<file path="config.mk">
export PLATFORM = sky130hd
export DESIGN_NAME = decoder_ctrl
export DESIGN_NICKNAME = d
export VERILOG_FILES = /design/src/rtl/decoder_pkg.sv /design/src/rtl/decoder_ctrl_settle_timer.sv /design/src/rtl/decoder_ctrl.sv
export SDC_FILE = /design/constraint.sdc
export NUM_CORES = 1
export LEC_CHECK = 0
export ABC_AREA = 1
export ABC_CLOCK_PERIOD_IN_PS = 1550
export CORE_MARGIN = 1
export CORE_UTILIZATION = 44
export DETAILED_ROUTE_END_ITERATION = 16
export PLACE_DENSITY_LB_ADDON = 0.15
export SYNTH_ARGS = -nofsm -noshare
export SYNTH_HDL_FRONTEND = slang
export SYNTH_SLANG_ARGS = --single-unit
export TNS_END_PERCENT = 100
</file>
<file path="constraint.sdc">
create_clock -name clk -period 1.55 [get_ports clk]
set_input_delay 0.31 -clock clk [delete_from_list [all_inputs] [get_ports clk]]
set_output_delay 0.31 -clock clk [all_outputs]
set_load 0.1 [all_outputs]
</file>
<file path="src/rtl/decoder_pkg.sv">
// Shared types and default sizing for the LDPC decoder controller.
// The controller and the bench both import this.
package decoder_pkg;

  localparam int N_V_DEF      = 44;
  localparam int N_C_DEF      = 12;
  localparam int E_DEF        = 147;
  localparam int MAX_ITER_DEF = 5;
  localparam int SETTLE_DEF   = 2;

  typedef enum logic [2:0] {
    ST_IDLE,
    ST_LOAD,
    ST_VN,
    ST_CN,
    ST_CHECK,
    ST_OUT,
    ST_DONE
  } state_t;

  // VN and CN are the only states whose length is set by the settle timer.
  function automatic logic is_layer_state(input state_t s);
    return (s == ST_VN) || (s == ST_CN);
  endfunction

endpackage

</file>
<file path="src/rtl/decoder_ctrl_settle_timer.sv">
// Counts the cycles a layer's combinational datapath has been settling.
// expired marks the last cycle of the layer.
module settle_timer
  import decoder_pkg::*;
#(
  parameter int SETTLE = SETTLE_DEF
) (
  input  logic clk,
  input  logic rst,
  input  logic clr,
  input  logic en,
  output logic expired
);

  logic [3:0] cnt_q, cnt_d;

  always_comb begin
    cnt_d = cnt_q;
    if (clr) begin
      cnt_d = 4'd0;
    end else if (en) begin
      cnt_d = cnt_q + 4'd1;
    end
  end

  always_ff @(posedge clk or negedge rst) begin
    if (!rst) begin
      cnt_q <= 4'd0;
    end else begin
      cnt_q <= cnt_d;
    end
  end

  assign expired = en && (cnt_q == 4'(SETTLE - 1));

endmodule

</file>
<file path="src/rtl/decoder_ctrl.sv">
// Sequencing FSM for a layered LDPC decoder: issues load / variable-node /
// check-node / output capture enables and tracks iterations and convergence.
module decoder_ctrl
  import decoder_pkg::*;
#(
  parameter int N_V      = N_V_DEF,
  parameter int N_C      = N_C_DEF,
  parameter int E        = E_DEF,
  parameter int MAX_ITER = MAX_ITER_DEF,
  parameter int SETTLE   = SETTLE_DEF
) (
  input  logic       clk,
  input  logic       rst,
  input  logic       start,
  input  logic       abort,
  input  logic       syndrome_ok,
  output logic       load_en,
  output logic       vn_en,
  output logic       cn_en,
  output logic       out_en,
  output logic       busy,
  output logic       done,
  output logic       converged,
  output logic [3:0] iter_cnt
);

  if (MAX_ITER < 1 || MAX_ITER > 15 || SETTLE < 1 || SETTLE > 15 ||
      N_V < 1 || N_C < 1 || E < 1) begin : g_param_check
    $error("decoder_ctrl: illegal parameter value");
  end

  state_t     state_q, state_d;
  logic [3:0] iter_cnt_q, iter_cnt_d;
  logic       converged_q, converged_d;
  logic       settle_en, settle_clr, settle_expired;

  // Any state change zeroes the timer, so each VN/CN entry starts fresh.
  assign settle_en  = is_layer_state(state_q);
  assign settle_clr = (state_d != state_q);

  settle_timer #(
    .SETTLE (SETTLE)
  ) u_settle_timer (
    .clk     (clk),
    .rst     (rst),
    .clr     (settle_clr),
    .en      (settle_en),
    .expired (settle_expired)
  );

  always_comb begin
    state_d     = state_q;
    iter_cnt_d  = iter_cnt_q;
    converged_d = converged_q;
    load_en     = 1'b0;
    vn_en       = 1'b0;
    cn_en       = 1'b0;
    out_en      = 1'b0;
    done        = 1'b0;

    case (state_q)
      ST_IDLE: begin
        if (start) begin
          state_d     = ST_LOAD;
          iter_cnt_d  = 4'd0;
          converged_d = 1'b0;
        end
      end
      ST_LOAD: begin
        load_en = 1'b1;
        state_d = ST_VN;
      end
      ST_VN: begin
        if (settle_expired) begin
          vn_en   = 1'b1;
          state_d = ST_CN;
        end
      end
      ST_CN: begin
        if (settle_expired) begin
          cn_en   = 1'b1;
          state_d = ST_CHECK;
        end
      end
      ST_CHECK: begin
        iter_cnt_d = iter_cnt_q + 4'd1;
        if (syndrome_ok) begin
          converged_d = 1'b1;
          state_d     = ST_OUT;
        end else if (iter_cnt_q + 4'd1 == 4'(MAX_ITER)) begin
          converged_d = 1'b0;
          state_d     = ST_OUT;
        end else begin
          state_d = ST_VN;
        end
      end
      ST_OUT: begin
        out_en  = 1'b1;
        state_d = ST_DONE;
      end
      ST_DONE: begin
        done    = 1'b1;
        state_d = ST_IDLE;
      end
      default: begin
        state_d = ST_IDLE;
      end
    endcase

    // Abort overrides everything, including enables already decoded this cycle.
    if (abort && (state_q != ST_IDLE)) begin
      state_d     = ST_IDLE;
      iter_cnt_d  = iter_cnt_q;
      converged_d = 1'b0;
      load_en     = 1'b0;
      vn_en       = 1'b0;
      cn_en       = 1'b0;
      out_en      = 1'b0;
      done        = 1'b0;
    end
  end

  always_ff @(posedge clk or negedge rst) begin
    if (!rst) begin
      state_q     <= ST_IDLE;
      iter_cnt_q  <= 4'd0;
      converged_q <= 1'b0;
    end else begin
      state_q     <= state_d;
      iter_cnt_q  <= iter_cnt_d;
      converged_q <= converged_d;
    end
  end

  assign busy      = (state_q != ST_IDLE);
  assign converged = converged_q;
  assign iter_cnt  = iter_cnt_q;

endmodule

</file>
==> results of run 1 <==
## synth_stat cells
master   instances  area (sq um)
a21oi_1          2          10.0
a22oi_1          1          7.51
dfrtp_1         12           300
ha_1             4          50.1
inv_1           21          78.8
inv_2            3          11.3
inv_4            1          6.26
nand2_1         26          97.6
nand2_2          2          12.5
nand2_4          1          11.3
nand3_1          6          30.0
nand3_2          1          10.0
nand4_1          2          12.5
nor2_1          16          60.1
nor2_2           1          6.26
nor2_4           1          11.3
nor3_1           2          10.0
nor4_1           1          6.26
o21ai_0          5          25.0
o21ai_1          1          5.00
o22ai_1          2          12.5
xor2_1           3          26.3
## what timing repair did
| item | CTS |
|---|---|
| buffers inserted | 15 |
| gates cloned | 0 |
| gates resized for setup | 15 |
| setup endpoints to repair | 11 |
| pin swaps | 8 |
| endpoints found under the hold margin | 0 |
## metrics by stage
step / setup slack, ns / setup TNS [ns] / area (sq um) / cells / utilization
floorplan: -0.605 / -2.16 / 908 / 114 / -
global placement: -0.235 / -1.22 / 1430 / 184 / 0.834
detailed placement: -0.316 / -1.79 / 1430 / 184 / 0.834
CTS: -0.592 / -4.17 / 1640 / 203 / 0.959
## kinds of logic after synthesis
kind of cell               count (synthesis)
buffers and inverters                     25
AOI/OAI and AO/OA                         11
adders and majority gates                  4
DFF                                       12
xor gates and xnor gates                   3
and+or+nand+nor                           59
==> reports/results.ini, run 1 <==
[synthesis]
netlist_area_sq_um=801
yosysSeqAreaShare=0.375
synth.area.mux_share=0
avgSynthCellArea_sq_um=7.02
synthXorXnorAreaFrac=0.0328
synth_fa_ha_area_frac=0.0625
ys_types=22
ys_warn_count=0
synth-simple-area-share=0.334
ys_seq_elements=12
synth_top_family_by_area=simple AND/OR/NAND/NOR gates
synth_nets=123
synth_compound_area_frac=0.0750
syn_inst=114

[cts]
cts_made_buffers=3
cts_root_buf=clkbuf_4
cts_sinks=12
cts_buffer_depth=2
h-tree-depth=1
cts_hold_buf=0

[die]
die_y_microns=44.7
start_util=0.469
ioPinCount=16
core.rowCount=15
die_w_microns=44.7

[placement]
gp_congestion=0.781
dp_hpwl_mm=1.75
place.port_buffers=15

[outcome]
haltStage=global routing
status=aborted with a tool error
error=[ERROR DPL-0038] Utilization greater than 100%, impossible to legalize

[timing]
worstEndpointType=output port
grt-worst-endpoint=cn_en

[global_routing]
grt_max_degree=13

==> run 2, diff against run 1 <==
- ABC_CLOCK_PERIOD_IN_PS: 1550 -> 2000
- CORE_AREA: not set -> 2 2 63 65
- CORE_MARGIN: 1 -> not set
- CORE_UTILIZATION: 44 -> not set
- DIE_AREA: not set -> 0 0 65 67
- clock period: 1.55 -> 2 ns (I/O delays scaled with it)
==> run 2 against run 1 <==
Net effect:
- the flow now finishes, with violations (negative setup slack)
- synthesized area did not move
- synthesized cell count did not move
==> reports/results.ini, run 2 <==
[outcome]
status=finished with violations
failed_checks=negative setup slack

[global_routing]
grt_max_degree=13
track_usage=0.108
grt_pass1_wl_mm=3.54
globalRouteOverflowTotal=0
antenna_found_initial=0
grt_pass1_vias=825

[synthesis]
ys_warn_count=0  ; unchanged
synth_nets=123  ; unchanged
synthArstFlopShare=1.00  ; unchanged
synth_top_family_by_area=simple AND/OR/NAND/NOR gates
synth_top_flop_cell=dfrtp_1
synth_commonest_cells=nand2_1 (26), inv_1 (21), nor2_1 (16)
synth.area.mux_share=0  ; unchanged
synth_edf_count=0  ; unchanged
synth_compound_area_frac=0.0750  ; unchanged
synth_top_cell_by_area=dfrtp_1
yosysTopAreaCellShare=0.375  ; unchanged
synth.most_common_cell=nand2_1
synthXorXnorAreaFrac=0.0328  ; unchanged
netlist_area_sq_um=801  ; unchanged
synth_fa_ha_area_frac=0.0625  ; unchanged
ys_seq_elements=12  ; unchanged
yosysSeqAreaShare=0.375  ; unchanged
ys_types=22  ; unchanged
synth-simple-area-share=0.334  ; unchanged
synth_area_leaders=dfrtp_1 (38%), nand2_1 (12%), inv_1 (9.8%), nor2_1 (7.5%), ha_1 (6.3%)
avgSynthCellArea_sq_um=7.02  ; unchanged
syn_inst=114  ; unchanged

[power_and_ir_drop]
power.leakage_nw=0.667
totalPowerFinal_mw=1.39
p_per_area_mw_per_mm2=991
ir_drop_uv=433

[detailed_routing]
post_drt_via_cell_ratio=4.21
wl_per_cell_microns=11.0
dr.pass1.iters=4
drt-total-wl_mm=2.20
ant_nets=0
drcViolationCount=0
dr.first_iter.drc_count=19
vias=846

[placement]
dp_hpwl_mm=1.56  ; -11%
place.port_buffers=15  ; unchanged
dp_slack_ns=0.0599  ; +0.376 ns
gp_congestion=0.785  ; +0.55%

[cells_and_area]
fill_cells=378
layout-area-overhead-vs-synth_pct=74.8
drive_above_1_share=0.438
layout_common_cells=buf_4 (23), inv_1 (21), nand2_1 (20)
layout_commonest_cell=buf_4
n_antenna_cell=0
fin_nets=163

[critical_path]
reg2reg_from=iter_cnt[0]
cp_common_cell=buf_4
max_stage_delay_ns=0.51
cp_slowest_cell=dfrtp_4
crit_required_ns=2.17
cp-end-kind=flip-flop
path_max_fanout=5
arrival_ns=2.36
cp-start-kind=flip-flop
path_cells=ha_4 -> nand2_2 -> nand2_2 -> buf_4 -> buf_4 -> buf_4 -> buf_4 -> buf_4 -> buf_4 -> buf_4 -> buf_4 -> buf_4 -> buf_4 -> o22ai_2
crit_start=iter_cnt[0]
critPathKind=flip-flop to flip-flop

[timing]
fin_skew_ns=0.00144
finalCritPeriodShare=1.10
fmax_mhz=455
rsz0062_at_grt=yes
setup_slack_ns=-0.198
hold_slack_ns=0.522
finalMaxSlewViolations=0
min_period_ns=2.20
worstMarginPinSlew_ns=0.615
finalHoldViolations=0
slew_headroom=0.589
setup_viol=2

[cts]
cts_sinks=12  ; unchanged
h-tree-depth=1  ; unchanged
clock_latency_ns=0.24
cts_buffer_depth=2  ; unchanged
clk_pin_slew_ns=0.06
cts_tree=built
cts_root_buf=clkbuf_8
cts_made_buffers=3  ; unchanged

[die]
core.rowCount=22  ; +7
die_w_microns=65  ; +46%
die_area_sq_mm=0.00436
ioPinCount=16  ; unchanged
start_util=0.222  ; -0.247
die_y_microns=67  ; +50%
core_area_sq_mm=0.00361

[job]
cap_viol_max_count=0

[min_path]
hold_path.class=flip-flop to flip-flop
hp-start=converged

-- run 2: report_power, final --
part           internal, mW  switching [mW]
Sequential            0.284          0.0607
Combinational         0.274           0.494
Clock                 0.174           0.101
Total                 0.732           0.656
-- run 2: worst paths after layout --
kind	slack, ns	end	cells after the start
setup / recovery	-0.20	iter_cnt[2]	14
hold / removal	0.52	converged	2
setup reg to reg	-0.20	iter_cnt[2]	14
hold reg to reg	0.52	converged	2
max in group asynchronous	1.00	iter_cnt[1]	1
min in group asynchronous	0.54	u_settle_timer.cnt_q[3]	1
-- run 2: cell families (layout without fill, tap and decap cells) --
kind of cell,Yosys count,in the layout
simple gates,59,59
buf+inv,25,64
flops,12,12
compound gates,11,11
fa+ha+maj,4,4
xor+xnor,3,3
-- run 2: critical path: cells and delay by family, from the launching register on --
family / cells / cell delay [ns]
DFF: 1 / 0.51
adders and majority gates: 1 / 0.17
AOI/OAI and AO/OA: 1 / 0.12
and+or+nand+nor: 2 / 0.10
buffers and inverters: 10 / 1.21
-- run 2: timing repair --
action,in CTS,in global routing
pin swaps,8,4
setup buffers,10,4
gates resized for setup,7,6
hold buffers,0,0
endpoints found under the setup margin,2,5
-- run 2: layer usage --
layer | share of wire | track usage | vias up
li1 | - | - | 432
met1 | 0.44 | 0.129 | 392
met2 | 0.48 | 0.173 | 16
met4 | 0.018 | 0.0638 | 0
met5 | 0 | 0 | -
met3 | 0.060 | 0.0287 | 6
-- run 2: final cells by class --
cell class | count | area, sq um | share of cell area
sequential | 12 | 313 | 0.223
multi-input combinational | 77 | 503 | 0.359
clock buffer | 4 | 55.1 | 0.0393
timing repair buffer | 35 | 373 | 0.266
tap | 48 | 60.1 | 0.0429
inverter | 25 | 96.3 | 0.0688
-- run 2: through the flow --
step | instance area [sq um] | setup TNS, ns | std cells | utilization
3_5_place_dp | 1200 | 0 | 183 | 0.332
5_1_grt | 1400 | -0.540 | 201 | 0.388
6_report | 1400 | -0.357 | 201 | 0.388
3_3_place_gp | 1200 | 0 | 183 | 0.332
4_1_cts | 1350 | -0.178 | 197 | 0.375
2_1_floorplan | 871 | -0.942 | 114 | -
Power figures use the tool's default switching activity.
